<file path="src/rtl/vga_scan_driver_if.sv">
// ---------------------------------------------------------------------------
// vga_scan_driver_if
// Connects the raster/pixel stage (vga_scan_driver) to the display controller
// that answers pixel queries and to the VGA connector it drives.
//
// Signals:
//   xpix[9:0]   raster -> controller  horizontal coordinate being scanned
//   ypix[9:0]   raster -> controller  vertical coordinate being scanned
//   video_on    raster -> controller  coordinate lies in the visible area
//   pixval      controller -> raster  pixel-on for the current xpix/ypix
//   altcol      controller -> raster  alternate-colour select for that pixel
//   hsync       raster -> connector   horizontal sync (aligned with rgb)
//   vsync       raster -> connector   vertical sync (aligned with rgb)
//   rgb[11:0]   raster -> connector   {R[3:0],G[3:0],B[3:0]}
//   frame_tick  raster -> game logic  one-clk pulse at start of vblank
//
// Modports:
//   master  the raster stage (drives coordinates, syncs, colour)
//   slave   the display controller / connector side
// ---------------------------------------------------------------------------
interface vga_scan_driver_if;
  logic [9:0]  xpix;
  logic [9:0]  ypix;
  logic        video_on;
  logic        pixval;
  logic        altcol;
  logic        hsync;
  logic        vsync;
  logic [11:0] rgb;
  logic        frame_tick;

  modport master (
    output xpix, ypix, video_on, hsync, vsync, rgb, frame_tick,
    input  pixval, altcol
  );

  modport slave (
    input  xpix, ypix, video_on, hsync, vsync, rgb, frame_tick,
    output pixval, altcol
  );
endinterface

</file>
<file path="src/rtl/vga_scan_driver.sv">
// ---------------------------------------------------------------------------
// vga_scan_driver
// Raster timing generator and pixel output stage for the Pong display path.
// A free-running x/y scan counter advances once per pix_ce strobe. The
// coordinate is presented undelayed to the display controller, whose
// combinational pixval/altcol answer is registered one enabled cycle later
// together with the raw syncs, so rgb, hsync and vsync always describe the
// same coordinate with no relative skew.
//
// Ports:
//   clk      system clock
//   rst      synchronous reset, active-high (acts regardless of pix_ce)
//   pix_ce   pixel-rate enable; every register holds while it is low
//   bus      vga_scan_driver_if.master (xpix, ypix, video_on, pixval,
//            altcol, hsync, vsync, rgb, frame_tick)
//
// Build option:
//   VGA_BORDER_EN  when defined, the outermost ring of visible pixels is
//                  forced to COL_FG (monitor alignment aid). Blanking still
//                  wins outside the visible area.
//
// Totals above 1024 in either direction do not fit the 10-bit counters and
// are not supported.
// ---------------------------------------------------------------------------
module vga_scan_driver #(
  parameter int          H_ACTIVE = 640,
  parameter int          H_FP     = 16,
  parameter int          H_SYNC   = 96,
  parameter int          H_BP     = 48,
  parameter int          V_ACTIVE = 480,
  parameter int          V_FP     = 10,
  parameter int          V_SYNC   = 2,
  parameter int          V_BP     = 33,
  parameter bit          SYNC_POL = 1'b0,
  parameter logic [11:0] COL_FG   = 12'hFFF,
  parameter logic [11:0] COL_ALT  = 12'h555,
  parameter logic [11:0] COL_BG   = 12'h000
) (
  input  logic               clk,
  input  logic               rst,
  input  logic               pix_ce,
  vga_scan_driver_if.master  bus
);

  localparam int H_TOTAL = H_ACTIVE + H_FP + H_SYNC + H_BP;
  localparam int V_TOTAL = V_ACTIVE + V_FP + V_SYNC + V_BP;

  // 10-bit versions of the decode points so every compare is width-matched.
  localparam logic [9:0] H_LAST     = 10'(H_TOTAL - 1);
  localparam logic [9:0] V_LAST     = 10'(V_TOTAL - 1);
  localparam logic [9:0] H_ACT      = 10'(H_ACTIVE);
  localparam logic [9:0] V_ACT      = 10'(V_ACTIVE);
  localparam logic [9:0] V_ACT_LAST = 10'(V_ACTIVE - 1);
  localparam logic [9:0] HS_START   = 10'(H_ACTIVE + H_FP);
  localparam logic [9:0] HS_END     = 10'(H_ACTIVE + H_FP + H_SYNC);
  localparam logic [9:0] VS_START   = 10'(V_ACTIVE + V_FP);
  localparam logic [9:0] VS_END     = 10'(V_ACTIVE + V_FP + V_SYNC);

  // -------------------------------------------------------------------------
  // Scan counters
  // -------------------------------------------------------------------------
  logic [9:0] x_q, y_q;
  logic       x_wrap, y_wrap;

  assign x_wrap = (x_q == H_LAST);
  assign y_wrap = (y_q == V_LAST);

  always_ff @(posedge clk) begin
    if (rst) begin
      x_q <= '0;
      y_q <= '0;
    end else if (pix_ce) begin
      if (x_wrap) begin
        x_q <= '0;
        y_q <= y_wrap ? '0 : y_q + 10'd1;
      end else begin
        x_q <= x_q + 10'd1;
      end
    end
  end

  // -------------------------------------------------------------------------
  // Raw (undelayed) decode of the current coordinate
  // -------------------------------------------------------------------------
  logic video_raw, hs_raw, vs_raw;

  assign video_raw = (x_q < H_ACT) && (y_q < V_ACT);
  assign hs_raw    = (x_q >= HS_START) && (x_q < HS_END);
  assign vs_raw    = (y_q >= VS_START) && (y_q < VS_END);

`ifdef VGA_BORDER_EN
  logic border;
  assign border = (x_q == '0) || (x_q == H_ACT - 10'd1) ||
                  (y_q == '0) || (y_q == V_ACT_LAST);
`endif

  // Colour select for the coordinate currently on xpix/ypix. The controller
  // answers combinationally, so pixval/altcol belong to this same coordinate.
  logic [11:0] rgb_next;

  always_comb begin
    rgb_next = '0;
    if (!video_raw)         rgb_next = '0;   // blanking overrides everything
`ifdef VGA_BORDER_EN
    else if (border)        rgb_next = COL_FG;
`endif
    else if (!bus.pixval)   rgb_next = COL_BG;
    else if (bus.altcol)    rgb_next = COL_ALT;
    else                    rgb_next = COL_FG;
  end

  // -------------------------------------------------------------------------
  // Output stage: colour and syncs share one register so they stay aligned.
  // -------------------------------------------------------------------------
  logic [11:0] rgb_q;
  logic        hs_q, vs_q, tick_q;

  always_ff @(posedge clk) begin
    if (rst) begin
      rgb_q  <= '0;
      hs_q   <= ~SYNC_POL;
      vs_q   <= ~SYNC_POL;
      tick_q <= 1'b0;
    end else begin
      // Evaluated every clk (not only on pix_ce) so the pulse is exactly one
      // clk wide: the following clk either has pix_ce low or x no longer last.
      tick_q <= pix_ce && x_wrap && (y_q == V_ACT_LAST);
      if (pix_ce) begin
        rgb_q <= rgb_next;
        hs_q  <= hs_raw ? SYNC_POL : ~SYNC_POL;
        vs_q  <= vs_raw ? SYNC_POL : ~SYNC_POL;
      end
    end
  end

  assign bus.xpix       = x_q;
  assign bus.ypix       = y_q;
  assign bus.video_on   = video_raw;
  assign bus.rgb        = rgb_q;
  assign bus.hsync      = hs_q;
  assign bus.vsync      = vs_q;
  assign bus.frame_tick = tick_q;

endmodule

</file>
<file path="src/flat_wrapper.sv">
// flat-port wrapper written by rule: the top's interface ports become plain ports
module vga_scan_driver_flat 
#(
  parameter int          H_ACTIVE = 640,
  parameter int          H_FP     = 16,
  parameter int          H_SYNC   = 96,
  parameter int          H_BP     = 48,
  parameter int          V_ACTIVE = 480,
  parameter int          V_FP     = 10,
  parameter int          V_SYNC   = 2,
  parameter int          V_BP     = 33,
  parameter bit          SYNC_POL = 1'b0,
  parameter logic [11:0] COL_FG   = 12'hFFF,
  parameter logic [11:0] COL_ALT  = 12'h555,
  parameter logic [11:0] COL_BG   = 12'h000
)
  (clk, rst, pix_ce, bus_xpix, bus_ypix, bus_video_on, bus_hsync, bus_vsync, bus_rgb, bus_frame_tick, bus_pixval, bus_altcol);
  vga_scan_driver_if bus_i ();
  input  logic clk;
  input  logic rst;
  input  logic pix_ce;
  output wire logic [$bits(bus_i.xpix)-1:0] bus_xpix;
  output wire logic [$bits(bus_i.ypix)-1:0] bus_ypix;
  output wire logic [$bits(bus_i.video_on)-1:0] bus_video_on;
  output wire logic [$bits(bus_i.hsync)-1:0] bus_hsync;
  output wire logic [$bits(bus_i.vsync)-1:0] bus_vsync;
  output wire logic [$bits(bus_i.rgb)-1:0] bus_rgb;
  output wire logic [$bits(bus_i.frame_tick)-1:0] bus_frame_tick;
  input wire logic [$bits(bus_i.pixval)-1:0] bus_pixval;
  input wire logic [$bits(bus_i.altcol)-1:0] bus_altcol;
  assign bus_xpix = bus_i.xpix;
  assign bus_ypix = bus_i.ypix;
  assign bus_video_on = bus_i.video_on;
  assign bus_hsync = bus_i.hsync;
  assign bus_vsync = bus_i.vsync;
  assign bus_rgb = bus_i.rgb;
  assign bus_frame_tick = bus_i.frame_tick;
  assign bus_i.pixval = bus_pixval;
  assign bus_i.altcol = bus_altcol;
  vga_scan_driver #(.H_ACTIVE(H_ACTIVE), .H_FP(H_FP), .H_SYNC(H_SYNC), .H_BP(H_BP), .V_ACTIVE(V_ACTIVE), .V_FP(V_FP), .V_SYNC(V_SYNC), .V_BP(V_BP), .SYNC_POL(SYNC_POL), .COL_FG(COL_FG), .COL_ALT(COL_ALT), .COL_BG(COL_BG)) u_core (.clk(clk), .rst(rst), .pix_ce(pix_ce), .bus(bus_i));
endmodule
</file>
<file path="config.mk">
export PLATFORM = sky130hd
export DESIGN_NAME = vga_scan_driver_flat
export DESIGN_NICKNAME = d
export VERILOG_FILES = /design/src/rtl/vga_scan_driver_if.sv /design/src/rtl/vga_scan_driver.sv /design/src/flat_wrapper.sv
export SDC_FILE = /design/constraint.sdc
export NUM_CORES = 1
export LEC_CHECK = 0
export ABC_AREA = 1
export BUFFER_PORTS_ARGS = -buffer_cell sky130_fd_sc_hd__buf_4
export CAP_MARGIN = 30
export CORE_UTILIZATION = 40
export DETAILED_ROUTE_END_ITERATION = 12
export GPL_ROUTABILITY_DRIVEN = 0
export HOLD_SLACK_MARGIN = 0.08
export SKIP_LAST_GASP = 1
export SYNTH_ARGS = -nofsm -noshare
export SYNTH_HDL_FRONTEND = slang
export SYNTH_SLANG_ARGS = --single-unit
</file>
<file path="constraint.sdc">
create_clock -name clk -period 1.8 [get_ports clk]
set_input_delay 0.09 -clock clk [delete_from_list [all_inputs] [get_ports clk]]
set_output_delay 0.09 -clock clk [all_outputs]
set_load 0.005 [all_outputs]
</file>
==> run summary <==
Status = finished clean
Achievable Freq = 0.649 GHz
Buffers on Ports = 40
Sequential Power Share = 62.4%
Launch point of the worst reg-to-reg path = u_core.bus.xpix[0]
RSZ-0062 raised after global routing = false
Number of enable flip-flop cells after synthesis = 0
Grt total ovfl = 0
Pwr Density = 527 mW/mm2
Initial DRT Pass Iterations = 4
Post-CTS sizing = 0
Nets = 255
GRT Util Overall = 17.1%
Die Y = 61.6 um
Cell with the most instances after synthesis = nand2_1
DRC viols = 0
Endpoints failing hold = 0
Clock group share of total power = 28.5%
Worst skew pair latency = 0.32 ns
Syn_nets = 220
Std cell rows = 21
Worst-Margin Slew = 0.292 ns
Place WS = 0.299 ns
Switching share of total power = 24.8%
Routed met2 length = 1250 um
Hold Path End = u_core.bus.rgb[10]
Pins Over Slew Limit = 0
Die ar. = 0.00379 mm2
Reg clk slew, reported paths = 0.14 ns
Leak = 0.786 nW
Area after DPL = 0.00168 mm2
Met1 WL = 1680 um
CTS root buf = clkbuf_4
Routed WL = 3130 um
Ant diodes = 0
Min-delay worst type = in2reg
Clock Tree Buf Depth = 2
Largest cells by area after synthesis = dfxtp_1 (35%), nand2_1 (13%), nor2_1 (8.7%)
WP data required = 2.04 ns
Post-route minimum period = 1.54 ns
Worst vdd ir = 0.000264 V
Synthesized flop and latch total = 25
P_int = 0.688 mW
Crit path max fanout = 8
Final instance area = 0.00174 mm2
Type of the worst setup path = reg2reg
H-tree levels = 1
Num Clock Sinks = 25
Syn Area/Cell = 6.72 um2
Area leader, netlist = dfxtp_1
Max-capacitance violation count = 0
Final setup vio count = 0
Total number of vias = 1358
I/O pins = 41
Routed WL per cell = 10.8 um
Worst Reg-to-Reg Cells = 8
Gate count after technology mapping = 211
Initial core utilization = 42.2%
CTS tree = yes
Worst setup margin = 0.260 ns
Via density = 4.67
Synth unique cells = 25
Final TNS setup = 0 ns
Met3 Wirelength = 183 um
FF-to-FF setup slack = 0.26 ns
DP HPWL = 2360 um
Gate power share = 9.1%
Reg-to-Reg End = u_core.bus.ypix[2]
Startpoint type of the worst setup path = flop
Hold depth = 5
Skew final = 0.00636 ns
Pin count of the biggest net entering global routing = 15
Synth async-reset ratio = 0%
Drt initial violations = 58
Synth Flop Type = dfxtp_1
Slew HR = 80.4%
Initial antenna violation count = 0
Chip Width = 61.6 um
Switching Power = 0.227 mW
Post-route ant nets = 0
CTS Buf Count = 3
Yosys top cell area share = 35.3%
Area grow syn2layout = 22.4%
Yosys warns = 0
Commonest cells in the synthesized netlist = nand2_1 (50), nor2_1 (33), inv_1 (29), dfxtp_1 (25), nand3_1 (12)
DR top layer = met4
Crit path capture type = flop
Sequential-to-total area share from yosys stat = 35.3%
First-pass GRT wire length = 4820 um
Critical path arrival = 1.78 ns
Final Cycle Share = 85.6%
Core area = 0.00336 mm2
Hold Startpoint = bus_pixval
Number of global-route vias before repair = 1029
Share of cells above drive strength 1 = 22.4%
Syn Std Cell Area = 0.00142 mm2
-- power groups by stage --
| stage | logic, mW | clock network [mW] | registers (mW) |
|---|---|---|---|
| floorplan | 0.0516 | 0 | 0.583 |
| global placement | 0.0786 | 0 | 0.582 |
| detailed placement | 0.0787 | 0 | 0.583 |
| CTS | 0.0843 | 0.270 | 0.571 |
| global route | 0.0941 | 0.293 | 0.573 |
| finish | 0.0837 | 0.261 | 0.571 |
-- per-layer routing --
metal	vias up	global-route usage [%]
li1	719	-
met4	0	4.76
met1	587	25.7
met2	50	25.2
met5	-	0
met3	2	2.52
-- how the worst max path moves through the flow --
stage	end	from	slack, ns	depth (start not counted)
detailed placement	u_core.bus.ypix[2]	u_core.bus.xpix[0]	0.30	8
global placement	u_core.bus.ypix[2]	u_core.bus.xpix[0]	0.36	8
finish	u_core.bus.ypix[2]	u_core.bus.xpix[0]	0.26	8
global route	u_core.bus.ypix[2]	u_core.bus.xpix[1]	0.16	8
floorplan	u_core.bus.ypix[2]	u_core.bus.xpix[0]	0.46	8
CTS	u_core.bus.ypix[2]	u_core.bus.xpix[0]	0.27	8
-- logic make-up (layout without fill, tap and decap cells) --
group / count (synthesis) / after routing / share of synthesized area (%)
compound gates: 20 / 20 / 7.50
xor+xnor: 1 / 1 / 0.617
fa+ha+maj: 4 / 4 / 3.53
buf+inv: 42 / 76 / 14.5
flops: 25 / 25 / 35.3
simple gates: 119 / 119 / 38.5
-- area by class of cell --
type                            instances  area (um2)
Fill cell                             365        1630
Multi-Input combinational cell        144         712
Sequential cell                        25         500
Timing Repair Buffer                   43         330
Inverter                               29         109
Tap cell                               46        57.6
Clock buffer                            3        22.5
Clock inverter                          1        5.00
-- cells in the final DEF (no fill, tap or decap), types with 3 or more instances in the layout --
cell type	n
o21ai_0	6
buf_4	40
clkbuf_4	3
dfxtp_1	25
nand2_1	50
nand4_1	5
a21oi_1	10
nor3_1	5
nor2_1	33
ha_1	4
inv_1	29
dlygate4sd3_1	3
nand3_1	12
nand2_2	3
-- critical path: stages (launching register included) --
cell and delay, ns:
dfxtp_1 0.42, ha_1 0.25, nand2_1 0.07, nor2_1 0.11
nand3_2 0.18, nand2_4 0.18, nand2_4 0.10, inv_1 0.09
nor2_1 0.05
-- state kept, by name, summed over array words and instances (netlist names) --
name / flops
u_core.bus.xpix: 10
u_core.bus.ypix: 10
u_core.bus.rgb: 2
u_core.bus.frame_tick: 1
u_core.bus.hsync: 1
u_core.bus.vsync: 1
-- per-stage QoR --
stage / util, % / power, mW / hold WS [ns] / std cells
3_5_place_dp: 49.9 / 0.662 / 0.343 / 284
6_report: 51.6 / 0.916 / 0.0923 / 291
5_1_grt: 51.6 / 0.960 / 0.115 / 291
2_1_floorplan: - / 0.634 / 0.272 / 211
4_1_cts: 51.6 / 0.926 / 0.0931 / 291
3_3_place_gp: 49.9 / 0.661 / 0.339 / 284
-- what timing repair did --
action | in CTS | in global routing
hold endpoints to repair | 8 | 0
setup buffers | 0 | 0
hold buffers | 3 | 0
setup endpoints to repair | 0 | 0
Power figures use the tool's default switching activity.
